==> config.mk <==
export PLATFORM = sky130hd
export DESIGN_NAME = btn_msg_streamer
export DESIGN_NICKNAME = d
export VERILOG_FILES = /design/src/rtl/btn_msg_streamer.sv
export SDC_FILE = /design/constraint.sdc
export NUM_CORES = 1
export LEC_CHECK = 0
export ABC_CLOCK_PERIOD_IN_PS = 3490
export BUFFER_PORTS_ARGS = -buffer_cell sky130_fd_sc_hd__clkbuf_2
export CORE_MARGIN = 2
export CORE_UTILIZATION = 60
export CTS_BUF_LIST = sky130_fd_sc_hd__clkbuf_16
export CTS_CLUSTER_DIAMETER = 30
export CTS_CLUSTER_SIZE = 16
export DETAILED_ROUTE_END_ITERATION = 8
export GPL_TIMING_DRIVEN = 0
export PLACE_DENSITY = 0.84
export SYNTH_ARGS = -nofsm -noshare
export SYNTH_HDL_FRONTEND = slang
export SYNTH_SLANG_ARGS = --single-unit
==> constraint.sdc <==
create_clock -name clk -period 3.49 [get_ports clk]
set_input_delay 0.5235 -clock clk [delete_from_list [all_inputs] [get_ports clk]]
set_output_delay 0.5235 -clock clk [all_outputs]
set_load 0.02 [all_outputs]
==> src/rtl/btn_msg_streamer.sv <==
// Button-triggered message source: sync + debounce a push-button, then stream MSG_LEN words
// over a valid/ready byte interface. Define MSG_CRLF_EN to append a CR, LF terminator.
module btn_msg_streamer #(
    parameter int DATA_W          = 8,
    parameter int MSG_LEN         = 4,
    parameter int DEBOUNCE_CYCLES = 500000
) (
    input  logic                        clk,
    input  logic                        rst_n,
    input  logic                        btn_i,
    input  logic [MSG_LEN*DATA_W-1:0]   msg_i,
    output logic [DATA_W-1:0]           t_data_o,
    output logic                        t_valid_o,
    input  logic                        t_ready_i,
    output logic                        busy_o,
    output logic                        done_o
);

    localparam int CNT_W = (DEBOUNCE_CYCLES > 1) ? $clog2(DEBOUNCE_CYCLES) : 1;
    localparam int IDX_W = (MSG_LEN > 1) ? $clog2(MSG_LEN) : 1;
    localparam logic [CNT_W-1:0] CNT_MAX  = CNT_W'(DEBOUNCE_CYCLES - 1);
    localparam logic [IDX_W-1:0] LAST_IDX = IDX_W'(MSG_LEN - 1);
`ifdef MSG_CRLF_EN
    localparam logic [DATA_W-1:0] CR_WORD = DATA_W'(8'h0D);
    localparam logic [DATA_W-1:0] LF_WORD = DATA_W'(8'h0A);
`endif

    typedef enum logic [2:0] {
        S_IDLE,
        S_SEND,
`ifdef MSG_CRLF_EN
        S_CR,
        S_LF,
`endif
        S_LAST
    } state_t;

    // Valid/ready: a word transfers on any cycle with t_valid_o && t_ready_i; while valid
    // and not ready, data is held and valid stays high. Valid is a flop, never fed by ready.

    logic                      sync1_q, sync1_d, sync2_q, sync2_d;
    logic                      deb_level_q, deb_level_d;
    logic [CNT_W-1:0]          deb_cnt_q, deb_cnt_d;
    logic                      press_q, press_d;
    state_t                    state_q, state_d;
    logic [MSG_LEN*DATA_W-1:0] shreg_q, shreg_d, shifted;
    logic [IDX_W-1:0]          idx_q, idx_d;
    logic [DATA_W-1:0]         t_data_q, t_data_d;
    logic                      t_valid_q, t_valid_d;
    logic                      busy_q, busy_d;
    logic                      done_q, done_d;
    logic                      hs;

    always_comb begin
        sync1_d     = btn_i;
        sync2_d     = sync1_q;
        deb_level_d = deb_level_q;
        deb_cnt_d   = '0;
        press_d     = 1'b0;
        if (sync2_q != deb_level_q) begin
            if (deb_cnt_q == CNT_MAX) begin
                deb_level_d = ~deb_level_q;
                press_d     = ~deb_level_q;
            end else begin
                deb_cnt_d = deb_cnt_q + 1'b1;
            end
        end
    end

    always_comb begin
        state_d   = state_q;
        shreg_d   = shreg_q;
        idx_d     = idx_q;
        t_data_d  = t_data_q;
        t_valid_d = t_valid_q;
        busy_d    = busy_q;
        done_d    = 1'b0;
        hs        = t_valid_q & t_ready_i;
        shifted   = shreg_q >> DATA_W;
        case (state_q)
            S_IDLE: begin
                // Presses arriving while busy never reach here, so they are dropped.
                if (press_q) begin
                    shreg_d   = msg_i;
                    idx_d     = '0;
                    t_data_d  = msg_i[DATA_W-1:0];
                    t_valid_d = 1'b1;
                    busy_d    = 1'b1;
                    state_d   = (MSG_LEN == 1) ? S_LAST : S_SEND;
                end
            end
            S_SEND: begin
                if (hs) begin
                    shreg_d  = shifted;
                    idx_d    = idx_q + 1'b1;
                    t_data_d = shifted[DATA_W-1:0];
                    if (idx_q + 1'b1 == LAST_IDX) state_d = S_LAST;
                end
            end
`ifdef MSG_CRLF_EN
            S_LAST: begin
                if (hs) begin
                    t_data_d = CR_WORD;
                    state_d  = S_CR;
                end
            end
            S_CR: begin
                if (hs) begin
                    t_data_d = LF_WORD;
                    state_d  = S_LF;
                end
            end
            S_LF: begin
                if (hs) begin
                    t_data_d  = '0;
                    t_valid_d = 1'b0;
                    busy_d    = 1'b0;
                    done_d    = 1'b1;
                    state_d   = S_IDLE;
                end
            end
`else
            S_LAST: begin
                if (hs) begin
                    t_data_d  = '0;
                    t_valid_d = 1'b0;
                    busy_d    = 1'b0;
                    done_d    = 1'b1;
                    state_d   = S_IDLE;
                end
            end
`endif
            default: begin
                t_valid_d = 1'b0;
                busy_d    = 1'b0;
                state_d   = S_IDLE;
            end
        endcase
    end

    always_ff @(posedge clk or negedge rst_n) begin
        if (!rst_n) begin
            sync1_q     <= 1'b0;
            sync2_q     <= 1'b0;
            deb_level_q <= 1'b0;
            deb_cnt_q   <= '0;
            press_q     <= 1'b0;
            state_q     <= S_IDLE;
            shreg_q     <= '0;
            idx_q       <= '0;
            t_data_q    <= '0;
            t_valid_q   <= 1'b0;
            busy_q      <= 1'b0;
            done_q      <= 1'b0;
        end else begin
            sync1_q     <= sync1_d;
            sync2_q     <= sync2_d;
            deb_level_q <= deb_level_d;
            deb_cnt_q   <= deb_cnt_d;
            press_q     <= press_d;
            state_q     <= state_d;
            shreg_q     <= shreg_d;
            idx_q       <= idx_d;
            t_data_q    <= t_data_d;
            t_valid_q   <= t_valid_d;
            busy_q      <= busy_d;
            done_q      <= done_d;
        end
    end

    assign t_data_o  = t_data_q;
    assign t_valid_o = t_valid_q;
    assign busy_o    = busy_q;
    assign done_o    = done_q;

endmodule

; After elaboration in Yosys (flattened, before gate mapping)
; Cells that the tools add are included.
[totals]
romBits = 0
input_bits = 36
ff_bits = 70
latchBits = 0
ram_bits = 0
memories = 0
[classes]
n_mul = 0
n_bitwise = 3
add_sub_neg = 2
mux = 24
shifts = 0
n_reduce_logical = 8
n_eq_ne = 9
magnitude_cmp = 0
div_mod_pow = 0
[ops]
columns = cell, n
row1 = two-way mux 32 bit, 2
row2 = one-hot mux 32 bit (2 select lines), 1
row3 = two-way mux 19 bit, 2
row4 = two-way mux 8 bit, 3
row5 = one-hot mux 8 bit (3 select lines), 1
row6 = adder 19 x 1 -> 19 bit (second input constant), 1
row7 = equality test 19 bit (second input constant), 1
row8 = two-way mux 3 bit, 4
row9 = one-hot mux 3 bit (3 select lines), 1
row10 = != test 2 bit (second input constant), 4
row11 = AND reduction 4 bit, 2
row12 = two-way mux 1 bit, 6
row13 = AND reduction 3 bit, 2
row14 = two-way mux 2 bit, 2
row15 = one-hot mux 2 bit (2 select lines), 1
row16 = equality test 3 x 1 -> 1 bit (second input constant), 1
row17 = equality test 3 x 2 -> 1 bit (second input constant), 1
row18 = logical NOT 3 bit, 1
row19 = one-hot mux 1 bit (3 select lines), 1
row20 = nonzero test 3 bit, 1
row21 = adder 2 x 1 -> 2 bit (second input constant), 1
row22 = equality test 2 bit (second input constant), 1
row23 = NOT 1 bit, 2
row24 = AND reduction 2 bit, 1
row25 = 3 further kinds, 3

; Logic depth before layout (Yosys ltp)
; Gate-level depths: netlist of the first run.
[depth]
word_depth = 5
ltp_mapped = 8

; Worst setup path before layout of the first run
; OpenSTA, ideal clock, no wires.
[synth_path]
path_kind = register to register
start = reg deb_cnt_q[12]
end = reg deb_level_q
arrival_time_ns = 1.710
setup_ns = 0.125
period_less_slack_ns = 1.835
required_time_ns = 3.365
setup_slack_ns = 1.655
stages_incl_launch_ff = 5
n_path_buf = 0
path_cell_list = dfrtp_1 -> nor4_2 -> nand4_2 -> or4_4 -> mux2_4
[synth_between]
elab_chain_cells = 2
[synth_lines]
columns = element, line
row1 = start: declaration, 43  ; logic [CNT_W-1:0] deb_cnt_q, deb_cnt_d;
row2 = start signal: assignment, 159  ; deb_cnt_q <= deb_cnt_d;
row3 = equality test 19 bit, 61  ; if (deb_cnt_q == CNT_MAX) begin
row4 = AND reduction 2 bit (no source line), n/a
row5 = end signal: assignment, 158  ; deb_level_q <= deb_level_d;
row6 = end: declaration, 42  ; logic deb_level_q, deb_level_d;
; No other way between the ends.
; A chain may end at the register's enable or synchronous reset.

; Worst setup path in the final report of the first run
[layout_path]
start = reg state_q[1]
end = reg shreg_q[22]
[layout_between]
elab_chain_cells = 3
elab_cells_between_ends = 7
cone_classes = eq/ne (3) / mux (1) / reduce/logical (3)
[layout_lines]
columns = element, line
row1 = start: declaration, 45  ; state_t state_q, state_d;
row2 = start signal: assignment, 161  ; state_q <= state_d;
row3 = equality test 3 x 1 -> 1 bit or logical NOT 3 bit (tied branches), 80  ; case (state_q)
row4 = != test 2 bit (no source line) or nonzero test 2 bit (tied branches), n/a
row5 = AND reduction 3 bit (no source line), n/a
row6 = end signal: assignment, 162  ; shreg_q <= shreg_d;
row7 = end: declaration, 46  ; logic [MSG_LEN*DATA_W-1:0] shreg_q, shreg_d, shifted;
; Parallel ways exist; a longest one is shown, timed or not.

==> results_dict.tcl, run 1 <==
set metrics [dict create \
    drtPass1Iterations 4 \
    portBuffers 46 \
    num_vias 2273 \
    ys_seq_elements 61 \
    instances_no_fill 424 \
    grt_pass1_vias 2120 \
    ys_types 42 \
    diodes 0 \
    drive_above_1_share 0.199 \
    powerDensity_nw_per_um2 723 \
    postSynthNetCount 338 \
    synth_ff_type "dfrtp_1" \
    period_needed_ps 2150 \
    slowest_delay_ps 400 \
    fin_skew_ps 2.59 \
    clkSinkCount 61 \
    grt_start_max_net_pins 62 \
    switching_power_mw 0.888 \
    worstPathArrival_ps 2330 \
    hpwl_um 4250 \
    ys_seq_area_frac 0.516 \
    dpl.cell_count 408 \
    crit_type "register to register" \
    synth_top_area_cell "dfrtp_1" \
    cts_made_buffers 9 \
    ant_nets 0 \
    final_util 0.748 \
    cts_tree "done" \
    io-pin-count 47 \
    die_w_um 74.2 \
    dpl_cell_area_um2 3270 \
    syn_area_per_cell_um2 10.0 \
    fin_area_um2 3530 \
    initial_core_util 0.626 \
    cp.required_ps 3670 \
    power_frac_seq 0.388 \
    reg2reg_slack_ps 1340 \
    setup_viol 0 \
    route.detailed.drc 0 \
    final_hold_viol_count 0 \
    synth.most_common_cell "dfrtp_1" \
    synth_top_area_frac 0.516 \
    cts-root-buf "clkbuf_16" \
    swShare 0.348 \
    async_reset_ff_frac 1.00 \
    clock_power_share 0.297 \
    clock.fmax_mhz 465 \
    drv_slew 0 \
    fp.coreArea_um2 4720 \
    syn-instance-count 295 \
    worst_pin_slew_ps 789 \
    htree_levels 3 \
    drv_cap 0 \
    ys.warnings.count 0 \
    grt_antenna_before_repair 0 \
    place_congestion 0.856 \
    routed_wl_um 6050 \
    design.die.area_um2 5500 \
    area_delta_synth_final_pct 19.5 \
    grt_overflow 0 \
    synth_area_um2 2960 \
    slew_headroom 0.474 \
    dieHeight_um 74.2 \
    clk_pin_slew_worst_paths_ps 50 \
    grt_pass1_wl_um 9870 \
    cp_max_fo 10 \
    nets 395 \
    cp-start-kind "register" \
    fillers 338 \
    p_int_mw 1.67 \
    ir_drop_uv 570 \
    status "complete, no violations" \
    p_leak_nw 1.68 \
    yosys-top-cells-count "61 x dfrtp_1, 49 x nand2_1, 29 x o21ai_0" \
    rsz0062_at_grt "false" \
    cts_setup_buffers 0 \
    rows 25 \
    pwr-share-comb 0.315 \
    cp-end-kind "register" \
    synthTopCellsByArea "dfrtp_1 52%, nand2_1 6.2%, mux2i_1 5.8%" \
    path_cells "inv_1 > ha_1 > clkbuf_1 > and3_1 > o21ai_1 > clkbuf_1 > o21ai_0" \
    clockBufferDepth 2 \
    cp_common_cell "clkbuf_1" \
    crit_path_top_delay_cell "dfrtp_1" \
    avgViaCountPerCell 5.36 \
    track_usage 0.246 \
    min_path_type "primary input to async pin" \
    synth_edf_count 0 \
    setup_tns_ps 0 \
    cts.repair.resized 0 \
    hold_ws_ps 308 \
    drt_iter0_markers 113 \
    period_share 0.616 \
    cts_hold_buf 0 \
    avgRoutedWirePerCell_um 14.3 \
    clk_latency_ps 320 \
]
[critical path, delay by kind of cell, from the launching register on]
| family | cells | cell delay (ps) |
|---|---|---|
| and+or+nand+nor | 1 | 190 |
| DFF | 1 | 400 |
| AOI/OAI and AO/OA | 2 | 540 |
| adders and majority gates | 1 | 190 |
| buffers and inverters | 3 | 680 |
[through the flow]
stage	power [mW]	setup slack [ps]
final	2.55	1340
after global routing	2.72	1180
after CTS	2.57	1330
after detailed placement	1.80	1430
after global placement	1.76	1490
after floorplan	1.57	1660
[final cells by class]
| type | instances | area [µm²] | share of cell area |
|---|---|---|---|
| Sequential cell | 61 | 1530 | 0.432 |
| Clock inverter | 7 | 33.8 | 0.00956 |
| Buffer | 13 | 53.8 | 0.0152 |
| Timing Repair Buffer | 46 | 233 | 0.0659 |
| Clock buffer | 9 | 225 | 0.0638 |
| Inverter | 6 | 22.5 | 0.00638 |
| Multi-Input combinational cell | 215 | 1350 | 0.383 |
| Tap cell | 67 | 83.8 | 0.0237 |
[path summary, 6_finish.rpt]
check	to	start	cells after the start
setup / recovery	shreg_q[22]$_DFFE_PN0P_	state_q[1]$_DFFE_PN0P_	7
hold / removal	done_o$_DFF_PN0_	rst_n	1
setup reg to reg	shreg_q[22]$_DFFE_PN0P_	state_q[1]$_DFFE_PN0P_	7
hold reg to reg	sync2_q$_DFF_PN0_	sync1_q$_DFF_PN0_	0
max in group asynchronous	deb_cnt_q[2]$_DFF_PN0_	rst_n	1
min in group clk	sync1_q$_DFF_PN0_	btn_i	1
[cell usage in the layout, fill, tap and decap left out, types with 2 or more instances in the layout]
cell,netlist,layout
inv_1,6,7
nor3_1,5,5
dfrtp_1,61,61
nor2_1,18,18
xor2_1,2,2
ha_1,7,7
nor2b_1,11,11
nor4_1,3,3
clkbuf_16,0,9
nand4_2,2,2
nand4_1,4,4
xnor2_1,14,14
o21ai_0,29,29
a21oi_1,9,9
nand3_1,9,9
nand2_1,49,49
nand2b_1,3,3
clkbuf_2,0,45
and2_1,2,2
clkbuf_1,10,10
clkinv_2,0,3
mux2i_1,17,17
nor3b_1,2,2
clkinv_1,0,2
nand3b_1,9,9
and3_1,2,2
nor4_2,2,2
[state kept, by name, indices dropped and copies added, names as in the netlist, 2 cells and up]
register   count
deb_cnt_q     19
shreg_q       24
state_q        2
t_data_o       8
idx_q          2
[routing by layer]
| layer | global-route usage | part of all wire | vias to the layer above | wire [µm] |
|---|---|---|---|---|
| met5 | 0 | 0 | - | 0 |
| met2 | 0.373 | 0.45 | 63 | 2740 |
| met4 | 0.121 | 0.017 | 0 | 103 |
| met3 | 0.0569 | 0.047 | 10 | 286 |
| met1 | 0.337 | 0.48 | 1068 | 2920 |
| li1 | - | - | 1132 | - |
[power groups by stage]
stage / sequential (mW) / combinational, mW / clock, mW
final: 0.991 / 0.805 / 0.759
after floorplan: 1.02 / 0.549 / 0
after CTS: 0.989 / 0.812 / 0.766
after global routing: 1.01 / 0.916 / 0.795
after detailed placement: 0.998 / 0.800 / 0
after global placement: 0.987 / 0.776 / 0
[cell families after synthesis]
| group | Yosys count | share of synthesized area |
|---|---|---|
| AO/OA/AOI/OAI | 46 | 0.0914 |
| XOR/XNOR | 16 | 0.0474 |
| buffers and inverters | 19 | 0.0258 |
| flip-flops | 61 | 0.516 |
| AND/OR/NAND/NOR | 127 | 0.223 |
| multiplexers | 19 | 0.0664 |
| adder cells (fa/ha/maj) | 7 | 0.0296 |
Note: power is estimated with default switching activity, not from simulation.
==> run 2, diff against run 1 <==
- ABC_CLOCK_PERIOD_IN_PS: 3490 -> 2250
- CORE_UTILIZATION: 60 -> 56
- PLACE_DENSITY: 0.84 -> 0.79
- clock period: 3.49 -> 2.25 ns (I/O delays scaled with it)
==> run 2 against run 1 <==
Net effect:
- non-clock buffer count decreased by 1
- global-route usage down 1.3 points
- wire length is 0.79% higher
- critical path type unchanged
- highest routed layer unchanged
==> results_dict.tcl, run 2 (synthesis results as in run 1) <==
set metrics [dict create \
    p_int_mw 2.70 \
    avgViaCountPerCell 5.36 \
    period_needed_ps 2040 \
    final_hold_viol_count 0 \
    htree_levels 3 \
    cp-start-kind "register" \
    cts_tree "done" \
    critPathBufInv 1 \
    period_share 0.906 \
    worstPathArrival_ps 2250 \
    clockBufferDepth 2 \
    initial_core_util 0.579 \
    dpl_cell_area_um2 3280 \
    slew_headroom 0.455 \
    cp_max_fo 10 \
    rsz0062_at_grt "false" \
    p_leak_nw 1.70 \
    grt_pass1_vias 2284 \
    path_delay_family "simple AND/OR/NAND/NOR gates" \
    worst_pin_slew_ps 818 \
    power_frac_seq 0.374 \
    grt_antenna_before_repair 0 \
    fin_area_um2 3560 \
    clk_pin_slew_worst_paths_ps 50 \
    fillers 416 \
    setup_viol 0 \
    routed_wl_um 6100 \
    drv_slew 0 \
    place_congestion 0.839 \
    dieHeight_um 76.7 \
    cp-end-kind "register" \
    diodes 0 \
    rr_worst_depth 5 \
    clock_power_share 0.320 \
    track_usage 0.234 \
    hpwl_um 4200 \
    setup_tns_ps 0 \
    dr_wl_met2_um 2740 \
    final_util 0.697 \
    design.die.area_um2 5880 \
    clock.fmax_mhz 490 \
    fp.coreArea_um2 5110 \
    rows 26 \
    io-pin-count 47 \
    worstReg2RegEnd "deb_cnt_q[16]$_DFF_PN0_" \
    ant_nets 0 \
    clkSinkCount 61 \
    highest_layer "met4" \
    wl_met3_um 309 \
    grt_pass1_wl_um 10800 \
    clk_latency_ps 330 \
    die_w_um 76.7 \
    cts-root-buf "clkbuf_16" \
    swShare 0.339 \
    powerDensity_nw_per_um2 1150 \
    nets 394 \
    power_mw 4.09 \
    drive_above_1_share 0.211 \
    ir_drop_uv 599 \
    r2r-start "deb_cnt_q[12]$_DFF_PN0_" \
    cts.repair.resized 0 \
    route.detailed.drc 0 \
    crit_type "register to register" \
    pwr-share-comb 0.306 \
    wl_met1_um 2950 \
    path_cells "nor4_2 > nand4_2 > o41ai_4 > buf_2 > nor2_1" \
    reg2reg_slack_ps 210 \
    min_path_type "primary input to async pin" \
    grt_start_max_net_pins 62 \
    crit_path_top_delay_cell "o41ai_4" \
    avgRoutedWirePerCell_um 14.3 \
    grt_overflow 0 \
    switching_power_mw 1.39 \
    cts_setup_buffers 0 \
    portBuffers 46 \
    cts_hold_buf 0 \
    cts_made_buffers 9 \
    fin_skew_ps 2.33 \
    cp.required_ps 2460 \
    final_common_cell "dfrtp_1" \
    final_cell_mix "61 x dfrtp_1, 50 x clkbuf_2, 49 x nand2_1" \
    num_vias 2284 \
    slowest_delay_ps 580 \
    area_delta_synth_final_pct 20.5 \
    drt_iter0_markers 131 \
    largest_register_ffs 24 \
    status "complete, no violations" \
    drv_cap 0 \
    largest-register "shreg_q" \
    drtPass1Iterations 4 \
]
## run 2: layout make-up
cell class                 instances  area (µm²)  share of cell area
tap                               70        87.6              0.0246
clock inverter                     7        57.6              0.0162
timing repair buffer              46         233              0.0653
multi-input combinational        215        1350               0.380
sequential                        61        1530               0.429
clock buffer                       9         225              0.0632
buffer                            12        56.3              0.0158
inverter                           6        22.5             0.00632
## run 2: through the flow
stage,hold WS [ps],setup WS [ps],std cells
final,115,211,426
after global routing,109,12.6,426
after CTS,110,123,427
after detailed placement,345,181,411
after floorplan,41.9,415,295
after global placement,335,233,411
## run 2: power by group through the flow
stage / logic [mW] / registers, mW / clock network (mW)
final: 1.25 / 1.53 / 1.31
after global routing: 1.44 / 1.56 / 1.37
after CTS: 1.26 / 1.53 / 1.33
after detailed placement: 1.24 / 1.55 / 0
after global placement: 1.21 / 1.53 / 0
after floorplan: 0.852 / 1.58 / 0
## run 2: routing by layer
| layer | vias up | global-route usage |
|---|---|---|
| met1 | 1085 | 0.328 |
| met4 | 0 | 0.0964 |
| met2 | 58 | 0.341 |
| met5 | - | 0 |
| met3 | 12 | 0.0682 |
| li1 | 1129 | - |
## run 2: worst max path at each step
| stage | from | end | slack [ps] | cells after the start |
|---|---|---|---|---|
| detailed placement | state_q[1]$_DFFE_PN0P_ | shreg_q[20]$_DFFE_PN0P_ | 180 | 7 |
| global route | state_q[1]$_DFFE_PN0P_ | shreg_q[23]$_DFFE_PN0P_ | 10 | 8 |
| CTS | state_q[1]$_DFFE_PN0P_ | shreg_q[23]$_DFFE_PN0P_ | 120 | 8 |
| finish | deb_cnt_q[12]$_DFF_PN0_ | deb_cnt_q[16]$_DFF_PN0_ | 210 | 5 |
| floorplan | deb_cnt_q[12]$_DFF_PN0_ | deb_level_q$_DFFE_PN0P_ | 420 | 4 |
| global placement | state_q[1]$_DFFE_PN0P_ | shreg_q[21]$_DFFE_PN0P_ | 230 | 7 |
## run 2: worst register-to-register path: stages, from the launching register on
cell	delay, ps
dfrtp_1	450
nor4_2	310
nand4_2	190
o41ai_4	580
buf_2	320
nor2_1	80
==> run 3, diff against run 2 <==
- ABC_AREA: default -> 1
- ABC_CLOCK_PERIOD_IN_PS: 2250 -> 2200
- CORE_UTILIZATION: 56 -> 57
- HOLD_SLACK_MARGIN: default -> 0.06
- PLACE_DENSITY: 0.79 -> 0.8
- clock period: 2.25 -> 2.2 ns (I/O delays scaled with it)
==> run 3 against run 2 <==
Net effect:
- sequential cell count did not move
- critical path depth increased by 2
- hold slack got worse by 9.9 ps
- core utilization is 1.5 points higher
- clock skew is 3.7 ps higher
- first-iteration DRC count is 1.5% higher
- final cell count up 22%
- clock power increased by 33%
- sequential share of layout area decreased by 3.7 points
- total power fell by 28%
- fmax grew 17%
- largest power group is now clock
- highest routed layer unchanged
==> results_dict.tcl, run 3 <==
set metrics [dict create \
    area_delta_synth_final_pct 21.7 \
    drt_iter0_markers 133 \
    slowest_delay_ps 420 \
    crit_path_top_delay_cell "dfrtp_1" \
    synth_edf_count 0 \
    clock.fmax_mhz 572 \
    drv_slew 0 \
    cts_tree "done" \
    cp.required_ps 2390 \
    powerDensity_nw_per_um2 760 \
    cts.repair.resized 0 \
    ys_types 33 \
    final_common_cell "nand2_1" \
    worst_pin_slew_ps 806 \
    cts_hold_buf 0 \
    whs_endpoint "sync1_q$_DFF_PN0_" \
    dpl.cell_count 502 \
    syn-instance-count 384 \
    cts-root-buf "clkbuf_16" \
    num_vias 2722 \
    ir_drop_uv 586 \
    syn_area_per_cell_um2 8.34 \
    cp-end-kind "register" \
    period_share 0.795 \
    route.detailed.drc 0 \
    worstPathArrival_ps 1940 \
    avgRoutedWirePerCell_um 13.4 \
    synthTopCellsByArea "dfrtp_1 48%, nand2_1 10%, nor2_1 5.2%" \
    dieHeight_um 79.0 \
    portBuffers 46 \
    grt_pass1_vias 2671 \
    hpwl_um 4760 \
    slew_headroom 0.463 \
    largest-register "shreg_q" \
    crit_type "register to register" \
    worstReg2RegEnd "state_q[1]$_DFFE_PN0P_" \
    ant_nets 0 \
    rows 27 \
    cp-start-kind "register" \
    place_congestion 0.907 \
    clk_latency_ps 330 \
    grt_pass1_wl_um 12100 \
    routed_wl_um 6940 \
    worstHoldStart "btn_i" \
    r2r-start "state_q[1]$_DFFE_PN0P_" \
    diodes 0 \
    design.die.area_um2 6230 \
    cp_max_fo 10 \
    clockBufferDepth 2 \
    clk_pin_slew_worst_paths_ps 50 \
    reg2reg_slack_ps 450 \
    globalRouteMet2Util 0.403 \
    grt_use_met3 0.0602 \
    grt_antenna_before_repair 0 \
    instances_no_fill 518 \
    hold_depth 1 \
    p_leak_nw 1.89 \
    synth_ff_type "dfrtp_1" \
    setup_viol 0 \
    hold_ws_ps 105 \
    synth_top_area_frac 0.477 \
    path_cells "inv_1 > ha_1 > buf_6 > inv_4 > buf_2 > o21ai_0 > a21boi_0" \
    io-pin-count 47 \
    grt_start_max_net_pins 62 \
    drive_above_1_share 0.215 \
    rsz0062_at_grt "false" \
    synth_top_area_cell "dfrtp_1" \
    fin_skew_ps 6.06 \
    ys_seq_elements 61 \
    largest_register_ffs 24 \
    grt_overflow 0 \
    synth_area_um2 3200 \
    ys.warnings.count 0 \
    postSynthNetCount 427 \
    drtPass1Iterations 4 \
    die_w_um 79.0 \
    final_hold_viol_count 0 \
    period_needed_ps 1750 \
    rr_worst_depth 7 \
    nets 484 \
    min_path_type "primary input to register" \
    track_usage 0.254 \
    drv_cap 0 \
    cts_setup_buffers 0 \
    htree_levels 3 \
    initial_core_util 0.585 \
    grt_use_met1 0.335 \
    async_reset_ff_frac 1.00 \
    fp.coreArea_um2 5470 \
    setup_tns_ps 0 \
    cts_made_buffers 9 \
    final_cell_mix "89 x nand2_1, 61 x dfrtp_1, 45 x clkbuf_2" \
    synth.most_common_cell "nand2_1" \
    ys_seq_area_frac 0.477 \
    status "complete, no violations" \
    avgViaCountPerCell 5.25 \
    grt_busiest_layer "met2" \
    yosys-top-cells-count "89 x nand2_1, 61 x dfrtp_1, 44 x nor2_1" \
    clkSinkCount 61 \
]
-- run 3: cell types whose count changed after synthesis, sizes merged, moves of 5 or more --
| cell | before | now |
|---|---|---|
| buf | 3 | 12 |
| clkbuf | 10 | 1 |
| inv | 6 | 37 |
| nand2 | 49 | 96 |
| nand3 | 9 | 30 |
| nand3b | 9 | 1 |
| nor2 | 18 | 51 |
| nor2b | 11 | 0 |
| nor3 | 5 | 10 |
| nor4 | 5 | 0 |
| o21ai | 30 | 38 |
| xnor2 | 14 | 2 |
-- run 3: how the worst max path moves through the flow --
stage | from | slack (ps) | cells past startpoint | endpoint
final | state_q[1]$_DFFE_PN0P_ | 450 | 7 | state_q[1]$_DFFE_PN0P_
after global routing | state_q[1]$_DFFE_PN0P_ | 320 | 7 | state_q[0]$_DFFE_PN0P_
after CTS | state_q[1]$_DFFE_PN0P_ | 470 | 7 | state_q[1]$_DFFE_PN0P_
after detailed placement | state_q[1]$_DFFE_PN0P_ | 520 | 7 | state_q[1]$_DFFE_PN0P_
after global placement | rst_n | 530 | 1 | deb_cnt_q[5]$_DFF_PN0_
after floorplan | state_q[1]$_DFFE_PN0P_ | 710 | 10 | shreg_q[15]$_DFFE_PN0P_
-- run 3: cell type report --
cell class,count,area (µm²)
buffer,13,109
timing repair buffer,46,233
clock buffer,9,225
sequential,61,1530
clock inverter,7,146
inverter,37,141
tap,72,90.1
multi-input combinational,273,1430
fill,425,1580
-- run 3: metrics by stage --
step	worst slack (ps)	cell area, µm²	util	total power [mW]
floorplan	713	3200	-	1.18
global placement	529	3520	0.644	1.24
detailed placement	520	3530	0.644	1.24
CTS	470	3900	0.712	2.98
global route	321	3900	0.712	3.05
finish	451	3900	0.712	2.96
-- run 3: where the power goes --
group          switching (mW)  internal, mW  leakage, nW  total [mW]
Clock                   0.512          1.23        0.180        1.74
Combinational          0.0517        0.0360        0.866      0.0877
Sequential            0.00610          1.13        0.840        1.14
-- run 3: kinds of logic after synthesis --
family                   after synthesis  synth area share
AND/OR/NAND/NOR                      198             0.271
flip-flops                            61             0.477
buffers and inverters                 50            0.0781
AO/OA/AOI/OAI                         46            0.0777
multiplexers                          16            0.0500
adder cells (fa/ha/maj)                7            0.0273
XOR/XNOR                               6            0.0188
-- run 3: metal layers --
metal	vias to the layer above	routed length [µm]
li1	1363	-
met1	1268	3140
met2	81	3310
met3	10	374
met4	0	112
met5	-	0
-- run 3: critical path: cells and delay by family, from the launching register on --
kind	cells	cell delay, ps
buffers and inverters	4	520
adders and majority gates	1	170
AOI/OAI and AO/OA	2	480
DFF	1	420
